<file path="config.mk">
export PLATFORM = sky130hd
export DESIGN_NAME = mem_lsu
export DESIGN_NICKNAME = d
export VERILOG_FILES = /design/src/rtl/mem_lsu_pkg.sv /design/src/rtl/lsu_align.sv /design/src/rtl/mem_lsu.sv
export SDC_FILE = /design/constraint.sdc
export NUM_CORES = 1
export LEC_CHECK = 0
export BUFFER_PORTS_ARGS = -buffer_cell sky130_fd_sc_hd__buf_4
export CAP_MARGIN = 40
export CORE_MARGIN = 5
export CORE_UTILIZATION = 31
export CTS_BUF_LIST = sky130_fd_sc_hd__clkbuf_8
export DETAILED_ROUTE_END_ITERATION = 8
export RECOVER_POWER = 25
export SYNTH_ARGS = -nofsm -noshare
export SYNTH_HDL_FRONTEND = slang
export SYNTH_SLANG_ARGS = --single-unit
</file>
<file path="constraint.sdc">
create_clock -name clk -period 2.8 [get_ports clk]
set_clock_uncertainty 0.15 [all_clocks]
set_input_delay 0.56 -clock clk [delete_from_list [all_inputs] [get_ports clk]]
set_output_delay 0.56 -clock clk [all_outputs]
set_load 0.05 [all_outputs]
</file>
<file path="src/rtl/mem_lsu_pkg.sv">
// Shared op codes, exception numbers and LSU state encoding for the memory stage.
package mem_lsu_pkg;

    localparam logic [7:0] EXE_ADD_OP   = 8'h01;
    localparam logic [7:0] EXE_LD_B_OP  = 8'h10;
    localparam logic [7:0] EXE_LD_H_OP  = 8'h11;
    localparam logic [7:0] EXE_LD_W_OP  = 8'h12;
    localparam logic [7:0] EXE_LD_BU_OP = 8'h13;
    localparam logic [7:0] EXE_LD_HU_OP = 8'h14;
    localparam logic [7:0] EXE_ST_B_OP  = 8'h18;
    localparam logic [7:0] EXE_ST_H_OP  = 8'h19;
    localparam logic [7:0] EXE_ST_W_OP  = 8'h1A;

    localparam logic [9:0] EXCP_ALE = 10'h009;

    typedef enum logic [1:0] {
        S_IDLE  = 2'd0,
        S_REQ   = 2'd1,
        S_WAIT  = 2'd2,
        S_DRAIN = 2'd3
    } lsu_state_t;

    function automatic logic is_load(input logic [7:0] op);
        return op inside {EXE_LD_B_OP, EXE_LD_H_OP, EXE_LD_W_OP, EXE_LD_BU_OP, EXE_LD_HU_OP};
    endfunction

    function automatic logic is_store(input logic [7:0] op);
        return op inside {EXE_ST_B_OP, EXE_ST_H_OP, EXE_ST_W_OP};
    endfunction

endpackage

</file>
<file path="src/rtl/lsu_align.sv">
// Byte-lane logic: store strobes/replicated data, load extract/extend, misalignment detect.
// Purely combinational; no backpressure.
module lsu_align
    import mem_lsu_pkg::*;
(
    input  logic [7:0]  i_chk_op,
    input  logic [1:0]  i_chk_addr,
    output logic        o_misalign,
    input  logic [7:0]  i_op,
    input  logic [1:0]  i_addr,
    input  logic [31:0] i_st_data,
    input  logic [31:0] i_rdata,
    output logic [3:0]  o_wstrb,
    output logic [31:0] o_wdata,
    output logic [31:0] o_ld_data
);

    logic [31:0] w_sh;

    // Shift the addressed lane down to bit 0; halves land in [15:0].
    assign w_sh = i_rdata >> {i_addr, 3'b000};

    always_comb begin
        o_misalign = 1'b0;
        case (i_chk_op)
            EXE_LD_H_OP, EXE_LD_HU_OP, EXE_ST_H_OP: o_misalign = i_chk_addr[0];
            EXE_LD_W_OP, EXE_ST_W_OP:               o_misalign = |i_chk_addr;
            default:                                o_misalign = 1'b0;
        endcase
    end

    always_comb begin
        o_ld_data = i_rdata;
        case (i_op)
            EXE_LD_B_OP:  o_ld_data = {{24{w_sh[7]}}, w_sh[7:0]};
            EXE_LD_BU_OP: o_ld_data = {24'h0, w_sh[7:0]};
            EXE_LD_H_OP:  o_ld_data = {{16{w_sh[15]}}, w_sh[15:0]};
            EXE_LD_HU_OP: o_ld_data = {16'h0, w_sh[15:0]};
            default:      o_ld_data = i_rdata;
        endcase
    end

    always_comb begin
        o_wstrb = 4'h0;
        o_wdata = 32'h0;
        case (i_op)
            EXE_ST_B_OP: begin
                o_wstrb = 4'b0001 << i_addr;
                o_wdata = {4{i_st_data[7:0]}};
            end
            EXE_ST_H_OP: begin
                o_wstrb = 4'b0011 << i_addr;
                o_wdata = {2{i_st_data[15:0]}};
            end
            EXE_ST_W_OP: begin
                o_wstrb = 4'hF;
                o_wdata = i_st_data;
            end
            default: begin
                o_wstrb = 4'h0;
                o_wdata = 32'h0;
            end
        endcase
    end

endmodule

</file>
<file path="src/rtl/mem_lsu.sv">
// Memory stage: one outstanding req/addr_ok/data_ok access per load/store; other ops pass through.
// Latency: 1 cycle for pass-through/faulting ops, 1 cycle after data_ok for memory ops.
// Backpressure: stallreq_o high in REQ/WAIT/DRAIN. Optional counters via LSU_PERF_CNT_EN.
module mem_lsu
    import mem_lsu_pkg::*;
#(
`ifdef LSU_PERF_CNT_EN
    parameter int          PERF_W   = 32,
`endif
    parameter logic [9:0]  ALE_CODE = EXCP_ALE
) (
    input  logic        clk,
    input  logic        rst,
    input  logic        flush_i,
    input  logic        ex_valid_i,
    input  logic [7:0]  ex_aluop_i,
    input  logic [31:0] ex_mem_addr_i,
    input  logic [31:0] ex_reg2_i,
    input  logic [4:0]  ex_wd_i,
    input  logic        ex_wreg_i,
    input  logic [31:0] ex_wdata_i,
    input  logic        ex_excp_i,
    input  logic [9:0]  ex_excp_num_i,
    output logic        stallreq_o,
    output logic        data_req_o,
    output logic        data_we_o,
    output logic [31:0] data_addr_o,
    output logic [3:0]  data_wstrb_o,
    output logic [31:0] data_wdata_o,
    input  logic        data_addr_ok_i,
    input  logic        data_data_ok_i,
    input  logic [31:0] data_rdata_i,
`ifdef LSU_PERF_CNT_EN
    output logic [PERF_W-1:0] perf_ld_cnt_o,
    output logic [PERF_W-1:0] perf_st_cnt_o,
    output logic [PERF_W-1:0] perf_stall_cyc_o,
`endif
    output logic        wb_valid_o,
    output logic [4:0]  wb_wd_o,
    output logic        wb_wreg_o,
    output logic [31:0] wb_wdata_o,
    output logic        wb_excp_o,
    output logic [9:0]  wb_excp_num_o
);

    lsu_state_t  r_state;
    logic [7:0]  r_op;
    logic [31:0] r_addr;
    logic [31:0] r_reg2;
    logic [4:0]  r_wd;
    logic        r_wreg;
    logic        r_wb_valid;
    logic [4:0]  r_wb_wd;
    logic        r_wb_wreg;
    logic [31:0] r_wb_wdata;
    logic        r_wb_excp;
    logic [9:0]  r_wb_excp_num;

    logic        w_accept;
    logic        w_is_mem;
    logic        w_misalign;
    logic        w_in_req;
    logic [3:0]  w_wstrb;
    logic [31:0] w_wdata;
    logic [31:0] w_ld_data;

    assign w_accept = ex_valid_i && !flush_i;
    assign w_is_mem = is_load(ex_aluop_i) || is_store(ex_aluop_i);
    assign w_in_req = (r_state == S_REQ);

    lsu_align u_align (
        .i_chk_op   (ex_aluop_i),
        .i_chk_addr (ex_mem_addr_i[1:0]),
        .o_misalign (w_misalign),
        .i_op       (r_op),
        .i_addr     (r_addr[1:0]),
        .i_st_data  (r_reg2),
        .i_rdata    (data_rdata_i),
        .o_wstrb    (w_wstrb),
        .o_wdata    (w_wdata),
        .o_ld_data  (w_ld_data)
    );

    assign stallreq_o    = (r_state != S_IDLE);
    assign data_req_o    = w_in_req;
    assign data_we_o     = w_in_req && is_store(r_op);
    assign data_addr_o   = {r_addr[31:2], 2'b00};
    assign data_wstrb_o  = w_in_req ? w_wstrb : 4'h0;
    assign data_wdata_o  = w_wdata;
    assign wb_valid_o    = r_wb_valid;
    assign wb_wd_o       = r_wb_wd;
    assign wb_wreg_o     = r_wb_wreg;
    assign wb_wdata_o    = r_wb_wdata;
    assign wb_excp_o     = r_wb_excp;
    assign wb_excp_num_o = r_wb_excp_num;

    always_ff @(posedge clk or negedge rst) begin
        if (!rst) begin
            r_state       <= S_IDLE;
            r_op          <= 8'h0;
            r_addr        <= 32'h0;
            r_reg2        <= 32'h0;
            r_wd          <= 5'h0;
            r_wreg        <= 1'b0;
            r_wb_valid    <= 1'b0;
            r_wb_wd       <= 5'h0;
            r_wb_wreg     <= 1'b0;
            r_wb_wdata    <= 32'h0;
            r_wb_excp     <= 1'b0;
            r_wb_excp_num <= 10'h0;
        end else begin
            r_wb_valid <= 1'b0;
            case (r_state)
                S_IDLE: begin
                    if (w_accept) begin
                        if (ex_excp_i || !w_is_mem) begin
                            r_wb_valid    <= 1'b1;
                            r_wb_wd       <= ex_wd_i;
                            r_wb_wreg     <= ex_wreg_i;
                            r_wb_wdata    <= ex_wdata_i;
                            r_wb_excp     <= ex_excp_i;
                            r_wb_excp_num <= ex_excp_num_i;
                        end else if (w_misalign) begin
                            r_wb_valid    <= 1'b1;
                            r_wb_wd       <= ex_wd_i;
                            r_wb_wreg     <= 1'b0;
                            r_wb_wdata    <= ex_wdata_i;
                            r_wb_excp     <= 1'b1;
                            r_wb_excp_num <= ALE_CODE;
                        end else begin
                            r_op    <= ex_aluop_i;
                            r_addr  <= ex_mem_addr_i;
                            r_reg2  <= ex_reg2_i;
                            r_wd    <= ex_wd_i;
                            r_wreg  <= ex_wreg_i;
                            r_state <= S_REQ;
                        end
                    end
                end
                S_REQ: begin
                    // A flush that races the bus accept still owes us a data_ok.
                    if (data_addr_ok_i) begin
                        r_state <= flush_i ? S_DRAIN : S_WAIT;
                    end else if (flush_i) begin
                        r_state <= S_IDLE;
                    end
                end
                S_WAIT: begin
                    if (data_data_ok_i) begin
                        r_state <= S_IDLE;
                        if (!flush_i) begin
                            r_wb_valid    <= 1'b1;
                            r_wb_wd       <= r_wd;
                            r_wb_wreg     <= r_wreg && is_load(r_op);
                            r_wb_wdata    <= is_store(r_op) ? 32'h0 : w_ld_data;
                            r_wb_excp     <= 1'b0;
                            r_wb_excp_num <= 10'h0;
                        end
                    end else if (flush_i) begin
                        r_state <= S_DRAIN;
                    end
                end
                S_DRAIN: begin
                    if (data_data_ok_i) begin
                        r_state <= S_IDLE;
                    end
                end
                default: r_state <= S_IDLE;
            endcase
        end
    end

`ifdef LSU_PERF_CNT_EN
    logic              w_done;
    logic [PERF_W-1:0] r_ld_cnt;
    logic [PERF_W-1:0] r_st_cnt;
    logic [PERF_W-1:0] r_stall_cyc;

    assign w_done = (r_state == S_WAIT) && data_data_ok_i && !flush_i;

    always_ff @(posedge clk or negedge rst) begin
        if (!rst) begin
            r_ld_cnt    <= '0;
            r_st_cnt    <= '0;
            r_stall_cyc <= '0;
        end else begin
            if (w_done && is_load(r_op)) begin
                r_ld_cnt <= r_ld_cnt + 1'b1;
            end
            if (w_done && is_store(r_op)) begin
                r_st_cnt <= r_st_cnt + 1'b1;
            end
            if (stallreq_o) begin
                r_stall_cyc <= r_stall_cyc + 1'b1;
            end
        end
    end

    assign perf_ld_cnt_o    = r_ld_cnt;
    assign perf_st_cnt_o    = r_st_cnt;
    assign perf_stall_cyc_o = r_stall_cyc;
`endif

endmodule
</file>
== Yosys cells after proc, flatten, opt, wreduce, memory -nomap -nowiden ==
Cells that the tools add are included.

* Output and inout port bits: 121
* Logic and storage cells: 117
* Register bits after elaboration: 130

* Shift operators: 3
* Muxes and demuxes: 52
* Bitwise logic cells: 2
* Reduce and logical (&&, ||, !) cells: 20
* Equal/unequal tests: 28

{| class="wikitable"
|+ Operators by type and width
! cell !! count
|-
| 32-bit 2-to-1 mux || 6
|-
| 8-bit by 5-bit equality test with 1-bit output, second input constant || 16
|-
| 32-bit case mux with 4 select lines || 1
|-
| 32-bit case mux with 3 select lines || 1
|-
| 32-bit case mux with 2 select lines || 1
|-
| 10-bit 2-to-1 mux || 5
|-
| 32-bit by 5-bit right shift with 16-bit output || 1
|-
| 5-bit 2-to-1 mux || 5
|-
| 10-bit case mux with 2 select lines || 1
|-
| 1-bit 2-to-1 mux || 16
|-
| 2-bit 2-to-1 mux || 8
|-
| 2-bit != test, second input constant || 6
|-
| 4-bit case mux with 3 select lines || 1
|-
| 5-bit case mux with 2 select lines || 1
|-
| 5-bit nonzero test || 2
|-
| 1-bit case mux with 2 select lines || 4
|-
| 2-bit case mux with 4 select lines || 1
|-
| 3-bit != test, second input constant || 2
|-
| 6-bit AND reduction || 1
|-
| 3-bit nonzero test || 2
|-
| 5-bit AND reduction || 1
|-
| 2-bit equality test, second input constant || 2
|-
| 4-bit 2-to-1 mux || 1
|-
| 4-bit AND reduction || 1
|-
| 12 further kinds || 19
|}

== Logic depth before layout (Yosys ltp) ==
Gate-level depths: netlist of run 1.

* Depth in word-level cells: 8
* Mapped depth: 9

== By module ==
A second synthesis of run 1 with hierarchy kept.

* Cells, all modules: 637
* Area total of the unflattened synthesis: 7088.0 um^2

{| class="wikitable"
|+ By module, submodules not included
! module !! times used !! area each (um^2) !! cells each !! sequential area each (um^2)
|-
| mem_lsu || 1 || 5713.0 || 416 || 3253.1
|-
| lsu_align || 1 || 1375.1 || 221 || 0.0
|}

== Least setup slack after synthesis of run 1 ==
OpenSTA, ideal clock, no wires.

* Path kind: register to output
* Start: reg r_op[5]
* End: out data_wstrb_o[1]
* Arrival time: 2.461 ns
* Slack: -0.371 ns
* Stages on the path, launching flop included: 7
* Cell sequence: dfrtp_1 > or4b_4 > or3b_1 > buf_2 > nor2b_1 > nand2_1 > a21oi_1

* Cells in the longest elaborated chain, start to end: 3

{| class="wikitable"
|+ RTL lines
! item !! line !! source
|-
| from (decl) || mem_lsu.sv:47 || <nowiki>logic [7:0] r_op;</nowiki>
|-
| from (signal assigned) || mem_lsu.sv:131 || <nowiki>r_op <= ex_aluop_i;</nowiki>
|-
| 8-bit by 5-bit equality test with 1-bit output || lsu_align.sv:46 || <nowiki>case (i_op)</nowiki>
|-
| 4-bit case mux with 3 select lines * || lsu_align.sv:46 ||
|-
| 4-bit 2-to-1 mux * || mem_lsu.sv:88 || <nowiki>assign data_wstrb_o = w_in_req ? w_wstrb : 4'h0;</nowiki>
|-
| to (decl) || mem_lsu.sv:28 || <nowiki>output logic [3:0] data_wstrb_o,</nowiki>
|}

Mark *: on every way between the ends. The rest lies on a longest branch, timed or not.

== Worst setup path in the final report of run 1 ==
* Start: reg r_op[7]
* End: out data_wstrb_o[2]

The elaborated chain is that of the path after synthesis.

==> flow_summary.json, run 1 <==
{
  "status": "finished with violations",
  "violations": "capacitance limit, slew limit, setup timing",
  "path_clk_slew_ps": 80,
  "crit_buf_inv": 2,
  "cp.arrival_ps": 2400,
  "hold_viol_final": 0,
  "grt_overflow": 0,
  "ys_seq_area_share_pct": 48.6,
  "maxSlewViolCount": 57,
  "avgSynthCellArea_um2": 9.98,
  "endpoint": "data_wstrb_o[2]",
  "reg2reg_slack_ps": 220,
  "r2r_start": "r_op[7]",
  "drt-total-wl_mm": 22.6,
  "async_flop_share_pct": 100,
  "drtAntennaViolNets": 0,
  "cp.depth": 6,
  "maxCapViolations": 1,
  "track_usage_pct": 18.1,
  "cp_slowest_stage_delay_ps": 520,
  "drtPass1Iterations": 6,
  "drc": 0,
  "final-setup-viol-count": 37,
  "leakage_nw": 4.71,
  "clkSinkCount": 130,
  "synth-seq-cells": 130,
  "dp_cells": 1179,
  "synth_compound_area_share_pct": 14.3,
  "max_slew.worst_pin.slew_ps": 1500,
  "critPathLaunchType": "flip-flop",
  "netlist_area_mm2": 0.00670,
  "io_buffers": 277,
  "crit_fanout": 3,
  "timing.fmax_mhz": 322,
  "synth_top_family_by_area": "multiplexers",
  "slowest_stage": "or4b_4",
  "wl_per_cell_um": 18.6,
  "crit_type": "reg -> out",
  "relSlewSlack_pct": -0.246,
  "hold_path_startpoint": "ex_excp_num_i[8]",
  "cts-root-buf": "clkbuf_8",
  "pin_count": 280,
  "cts_made_buffers": 17,
  "synth-simple-area-share_pct": 13.5,
  "routed_via_density": 4.90,
  "vias": 5945,
  "grt_pass1_vias": 6133,
  "cts.path.max_buffers": 2,
  "r2r_end": "wb_wdata_o[1]",
  "end_kind": "output pin",
  "critPathRequiredTime_ps": 2090,
  "period_share_pct": 111,
  "worst-r2r-cell-count": 7,
  "hpwl_mm": 16.7,
  "grt_max_degree": 59,
  "vdd_drop_max_v": 0.000263,
  "fin_crit_ps": 3110,
  "synth_fa_ha_area_share_pct": 0,
  "fp.coreArea_mm2": 0.0212,
  "yosysWarnings": 0,
  "hp-class": "in -> reg",
  "synth_top_flop_cell": "dfrtp_1",
  "synth_edf_count": 0,
  "drt_iter0_drc": 309,
  "die_area_mm2": 0.0246,
  "pwr_density_cell_mw_per_mm2": 593,
  "die_w_um": 157,
  "synth-xor-area-share_pct": 0.261,
  "stdcell_count": 1213,
  "die_h_um": 157,
  "synthDistinctLibCells": 46,
  "clock_latency_ps": 430,
  "drive_above_1_share_pct": 50.6,
  "synthMuxAreaShare_pct": 16.5,
  "grt_setup_unrepaired": "yes",
  "rows": 53,
  "syn2layout_area_growth_pct": 48.7,
  "crit_start": "r_op[7]",
  "place_congestion": 0.836,
  "antenna_found_initial": 0,
  "cts-htree-levels": 4,
  "nFillCells": 2008,
  "tns_ps": -9420,
  "start_util_pct": 31.7,
  "grt_pass1_wl_mm": 34.7,
  "synth_cells": 671,
  "fin_nets": 1084,
  "crit_chain": "or4b_4, or3b_4, nor2b_2, buf_4, o21a_1, buf_6",
  "setup_ws_ps": -308,
  "cts_tree": "done",
  "antenna_cells": 0,
  "cpLargestDelayFamily": "simple AND/OR/NAND/NOR gates"
}
[cell families (layout without fill, tap and decap cells)]
group / Yosys count / in the layout
other cells: 1 / 2
mux: 99 / 99
xor+xnor: 2 / 2
buf+inv: 85 / 351
flops: 130 / 130
simple gates: 209 / 209
compound gates: 145 / 145
[worst reg2reg max path, delay by kind of cell, from the launching register on]
kind / cells / cell delay (ps)
AND/OR/NAND/NOR: 2 / 660
flip-flops: 1 / 390
buffers and inverters: 1 / 170
AO/OA/AOI/OAI: 4 / 1140
[per-layer routing]
layer	global-route usage, %	routed length (µm)	vias to the layer above
met3	6.60	2450	18
met4	4.30	246	0
met5	0	0	-
met2	27.8	10300	271
met1	24.4	9620	2837
li1	-	-	2819
[how the worst min path moves through the flow]
stage                                  end  slack (ps)  depth (start not counted)
final                     wb_excp_num_o[8]         190                          3
after global routing            r_addr[18]         150                          2
after CTS                 wb_excp_num_o[8]         150                          3
after detailed placement           r_op[4]         300                          1
after global placement             r_op[4]         300                          1
after floorplan                  r_addr[0]         110                          0
[where the power goes]
group          leakage, nW  switching (mW)  internal, mW
Combinational         2.81            1.16         0.639
Sequential            1.67           0.146          2.11
Clock                0.227           0.809          1.05
Total                 4.71            2.12          3.79
[registers in the layout (all words and copies together) (netlist names), 2 cells and up]
name	count
r_addr	32
r_op	8
r_reg2	32
r_state	2
r_wd	5
wb_excp_num_o	10
wb_wd_o	5
wb_wdata_o	32
[what timing repair did]
item                                   CTS  global route
endpoints found under the hold margin   56             0
cloned                                   0             0
buffers inserted                         1             0
setup endpoints to repair               37            37
pin swaps                                0             0
hold buffers                             1             0
resized for setup                       52             5
[cells in the mapped netlist (all sizes together), types with 11 or more instances]
library cell | number | area, µm²
clkbuf | 35 | 131
a21oi | 37 | 196
buf | 43 | 298
nand2 | 87 | 327
mux2 | 82 | 923
and2 | 12 | 75.1
nor2 | 81 | 307
o21ai | 26 | 130
nand3 | 11 | 60.1
dfrtp | 130 | 3250
mux2i | 16 | 160
a31oi | 14 | 87.6
o22ai | 16 | 100
[metrics by stage]
| stage | util [%] | setup slack, ps | hold slack (ps) | power, mW | instance area (µm²) |
|---|---|---|---|---|---|
| finish | 47.1 | -308 | 192 | 5.91 | 9960 |
| global route | 47.1 | -421 | 146 | 6.19 | 9960 |
| CTS | 47.1 | -353 | 145 | 6.00 | 9960 |
| detailed placement | 44.0 | -31.9 | 298 | 4.10 | 9310 |
| global placement | 43.9 | -12.0 | 297 | 4.09 | 9300 |
| floorplan | - | -135 | 114 | 3.41 | 6930 |
[cells in the final DEF, fill, tap and decap left out, types with 2 or more instances in the layout]
master	count
bufinv_16	4
clkbuf_8	20
buf_8	10
mux2_2	82
nor2_4	8
inv_6	2
nor3_1	2
nor2b_1	3
a31oi_1	14
and2_4	9
a21o_1	9
clkinv_4	2
dfrtp_1	130
a21oi_4	14
nand2_1	86
a22oi_1	9
nand3_1	9
a21oi_2	5
and2_1	3
o21a_1	3
buf_12	8
conb_1	2
o22ai_1	16
buf_4	263
a2bb2oi_1	9
nor2_1	72
o21ai_0	26
nand2b_1	3
a21oi_1	18
nor2b_2	2
buf_6	27
a221oi_2	2
xnor2_1	2
inv_1	6
a221oi_1	6
o21bai_1	2
clkinvlp_4	2
o211ai_1	9
mux2i_1	16
[final cells by class]
cell class                 instances  area, µm²  area share, %
clock buffer                      20        275           2.76
clock inverter                    12        179           1.80
inverter                           7       26.3          0.264
multi-input combinational        457       3270           32.8
sequential                       130       3250           32.7
tap                              275        344           3.45
timing repair buffer             312       2620           26.3
No activity file was read; power rests on OpenSTA's default activity.
==> run 2, diff against run 1 <==
--- a/config.mk
+++ b/config.mk
@@ -5,11 +5,11 @@
 export SDC_FILE = /design/constraint.sdc
 export NUM_CORES = 1
 export LEC_CHECK = 0
-export BUFFER_PORTS_ARGS = -buffer_cell sky130_fd_sc_hd__buf_4
+export BUFFER_PORTS_ARGS = -buffer_cell sky130_fd_sc_hd__buf_2
 export CAP_MARGIN = 40
 export CORE_MARGIN = 5
 export CORE_UTILIZATION = 31
-export CTS_BUF_LIST = sky130_fd_sc_hd__clkbuf_8
+export CTS_BUF_LIST = sky130_fd_sc_hd__clkbuf_2 sky130_fd_sc_hd__clkbuf_4 sky130_fd_sc_hd__clkbuf_8
 export DETAILED_ROUTE_END_ITERATION = 8
 export RECOVER_POWER = 25
 export SYNTH_ARGS = -nofsm -noshare
==> run 2 against run 1 <==
The flow finishes with violations (setup timing); first-iteration DRC count shrank 30%; non-clock buffer count grew 5; global-route usage is essentially flat; cell count grew 0.41%; die area is the same; largest power group unchanged; flip-flop and latch count is the same; critical path type unchanged; register-to-register slack lost 100 ps; clock-buffer cell count shrank 2; final area shrank 6.2%; critical endpoint is now data_wdata_o[1]; combinational power shrank 10%.
==> flow_summary.json, run 2 (synthesized netlist as in run 1, its figures left out) <==
{
  "die_h_um": 157,
  "nFillCells": 2072,
  "relSlewSlack_pct": 3.11,
  "p_seq_share_pct": 39.8,
  "antenna_cells": 0,
  "setup_ws_ps": -318,
  "p_switching_mw": 2.14,
  "cts-root-buf": "clkbuf_8",
  "hold_depth": 2,
  "clock_latency_ps": 430,
  "final-setup-viol-count": 37,
  "cts_made_buffers": 17,
  "routed_via_density": 4.82,
  "maxCapViolations": 0,
  "hpwl_mm": 16.4,
  "path_clk_slew_ps": 90,
  "cp.arrival_ps": 2410,
  "pin_count": 280,
  "grt_setup_unrepaired": "yes",
  "design_area_mm2": 0.00934,
  "r2r_start": "r_op[5]",
  "wl_per_cell_um": 18.3,
  "syn2layout_area_growth_pct": 39.4,
  "place_congestion": 0.848,
  "dp_slack_ps": -136,
  "status": "finished with violations",
  "timing.fmax_mhz": 321,
  "clkSinkCount": 130,
  "violations": "setup timing",
  "drtPass1Iterations": 4,
  "slowest_stage": "or4b_4",
  "worst-r2r-cell-count": 11,
  "crit_chain": "or4b_4, or3b_4, a21oi_4, buf_12, and2_4, buf_8",
  "cts_tree": "done",
  "start_util_pct": 31.7,
  "critPathLaunchType": "flip-flop",
  "fin_nets": 1089,
  "crit_buf_inv": 2,
  "grt_max_degree": 60,
  "final_cell_mix": "239 x buf_2, 130 x dfrtp_1, 86 x nand2_1",
  "fp.coreArea_mm2": 0.0212,
  "grt_pass1_wl_mm": 35.0,
  "grt_pass1_vias": 6325,
  "cts.path.max_buffers": 2,
  "crit_type": "reg -> out",
  "drtAntennaViolNets": 0,
  "critPathRequiredTime_ps": 2090,
  "period_share_pct": 111,
  "power_mw": 5.63,
  "placed_area_mm2": 0.00864,
  "track_usage_pct": 18.1,
  "drive_above_1_share_pct": 51.1,
  "tns_ps": -10550,
  "maxSlewViolCount": 0,
  "hold_viol_final": 0,
  "regArea_mm2": 0.00325,
  "layout_commonest_cell": "buf_2",
  "crit_fanout": 9,
  "rows": 53,
  "multiInputGateArea_mm2": 0.00328,
  "drt_iter0_drc": 217,
  "dp_cells": 1180,
  "end_kind": "output pin",
  "io_buffers": 277,
  "r2r_end": "wb_wdata_o[28]",
  "hold_path_startpoint": "ex_reg2_i[11]",
  "min_to": "r_reg2[11]",
  "pwr_density_cell_mw_per_mm2": 603,
  "drc": 0,
  "vdd_drop_max_v": 0.000306,
  "stdcell_count": 1218,
  "combPwrFrac_pct": 28.9,
  "die_area_mm2": 0.0246,
  "antenna_found_initial": 4,
  "cts-htree-levels": 4,
  "cpLargestDelayFamily": "simple AND/OR/NAND/NOR gates",
  "leakage_nw": 4.53,
  "clockPowerShare_pct": 31.3,
  "intPower_mw": 3.49,
  "cp_slowest_stage_delay_ps": 540,
  "reg2reg_slack_ps": 120,
  "vias": 5874,
  "max_slew.worst_pin.slew_ps": 1450,
  "drt-total-wl_mm": 22.3,
  "swShare_pct": 37.9,
  "grt_overflow": 0,
  "hp-class": "in -> reg",
  "die_w_um": 157,
  "fin_crit_ps": 3120
}
==> run 2: changes by cell type in the layout (fill, tap and decap cells not counted), moves of 2 or more <==
cell,change
clkbuf_8,-2
buf_4,-217
buf_8,+4
buf_2,+239
buf_6,-22
clkinv_2,+2
inv_6,+2
==> run 2: per-layer routing <==
layer / global-route usage, % / vias to the layer above / part of all wire [%]
met2: 29.1 / 253 / 46
met4: 4.38 / 8 / 1.1
met1: 23.4 / 2769 / 43
met3: 6.38 / 22 / 9.3
met5: 0 / - / 0.26
li1: - / 2822 / -
==> run 2: power by group through the flow <==
stage / Combinational (mW) / Clock [mW] / Sequential (mW)
after detailed placement: 1.64 / 0 / 2.28
after floorplan: 0.605 / 0 / 2.81
after global routing: 1.74 / 1.90 / 2.27
after CTS: 1.64 / 1.83 / 2.24
after global placement: 1.62 / 0 / 2.28
final: 1.62 / 1.76 / 2.24
==> run 2: repair_timing <==
action                                  in CTS  in global routing
cloned                                       0                  0
gates resized for setup                     66                 14
pin swaps                                    0                  3
endpoints found under the setup margin      46                 45
hold buffers                                 1                  0
hold endpoints to repair                    53                  0
setup buffers                                3                  3
==> run 2: per-stage QoR <==
step / utilization, % / hold WS, ps
final: 44.2 / 191
after global routing: 44.2 / 152
after CTS: 44.0 / 154
after detailed placement: 40.8 / 302
after global placement: 40.8 / 294
after floorplan: - / 114
==> run 2: layout make-up <==
cell class	instances	share of cell area, %
Inverter	7	0.281
Clock buffer	18	2.65
Clock inverter	14	1.89
Timing Repair Buffer	317	21.6
Tap cell	275	3.68
Multi-Input combinational cell	457	35.1
Sequential cell	130	34.8
==> run 2: worst max path at each step <==
| stage | from | endpoint | slack, ps | cells after the start |
|---|---|---|---|---|
| 2_1_floorplan | r_op[5] | data_wstrb_o[1] | -130 | 6 |
| 3_3_place_gp | r_op[5] | data_wdata_o[26] | -70 | 5 |
| 3_5_place_dp | r_op[5] | data_wdata_o[5] | -140 | 5 |
| 4_1_cts | r_op[5] | data_wstrb_o[1] | -370 | 6 |
| 5_1_grt | r_op[5] | data_wdata_o[1] | -440 | 6 |
| 6_report | r_op[5] | data_wdata_o[1] | -320 | 6 |
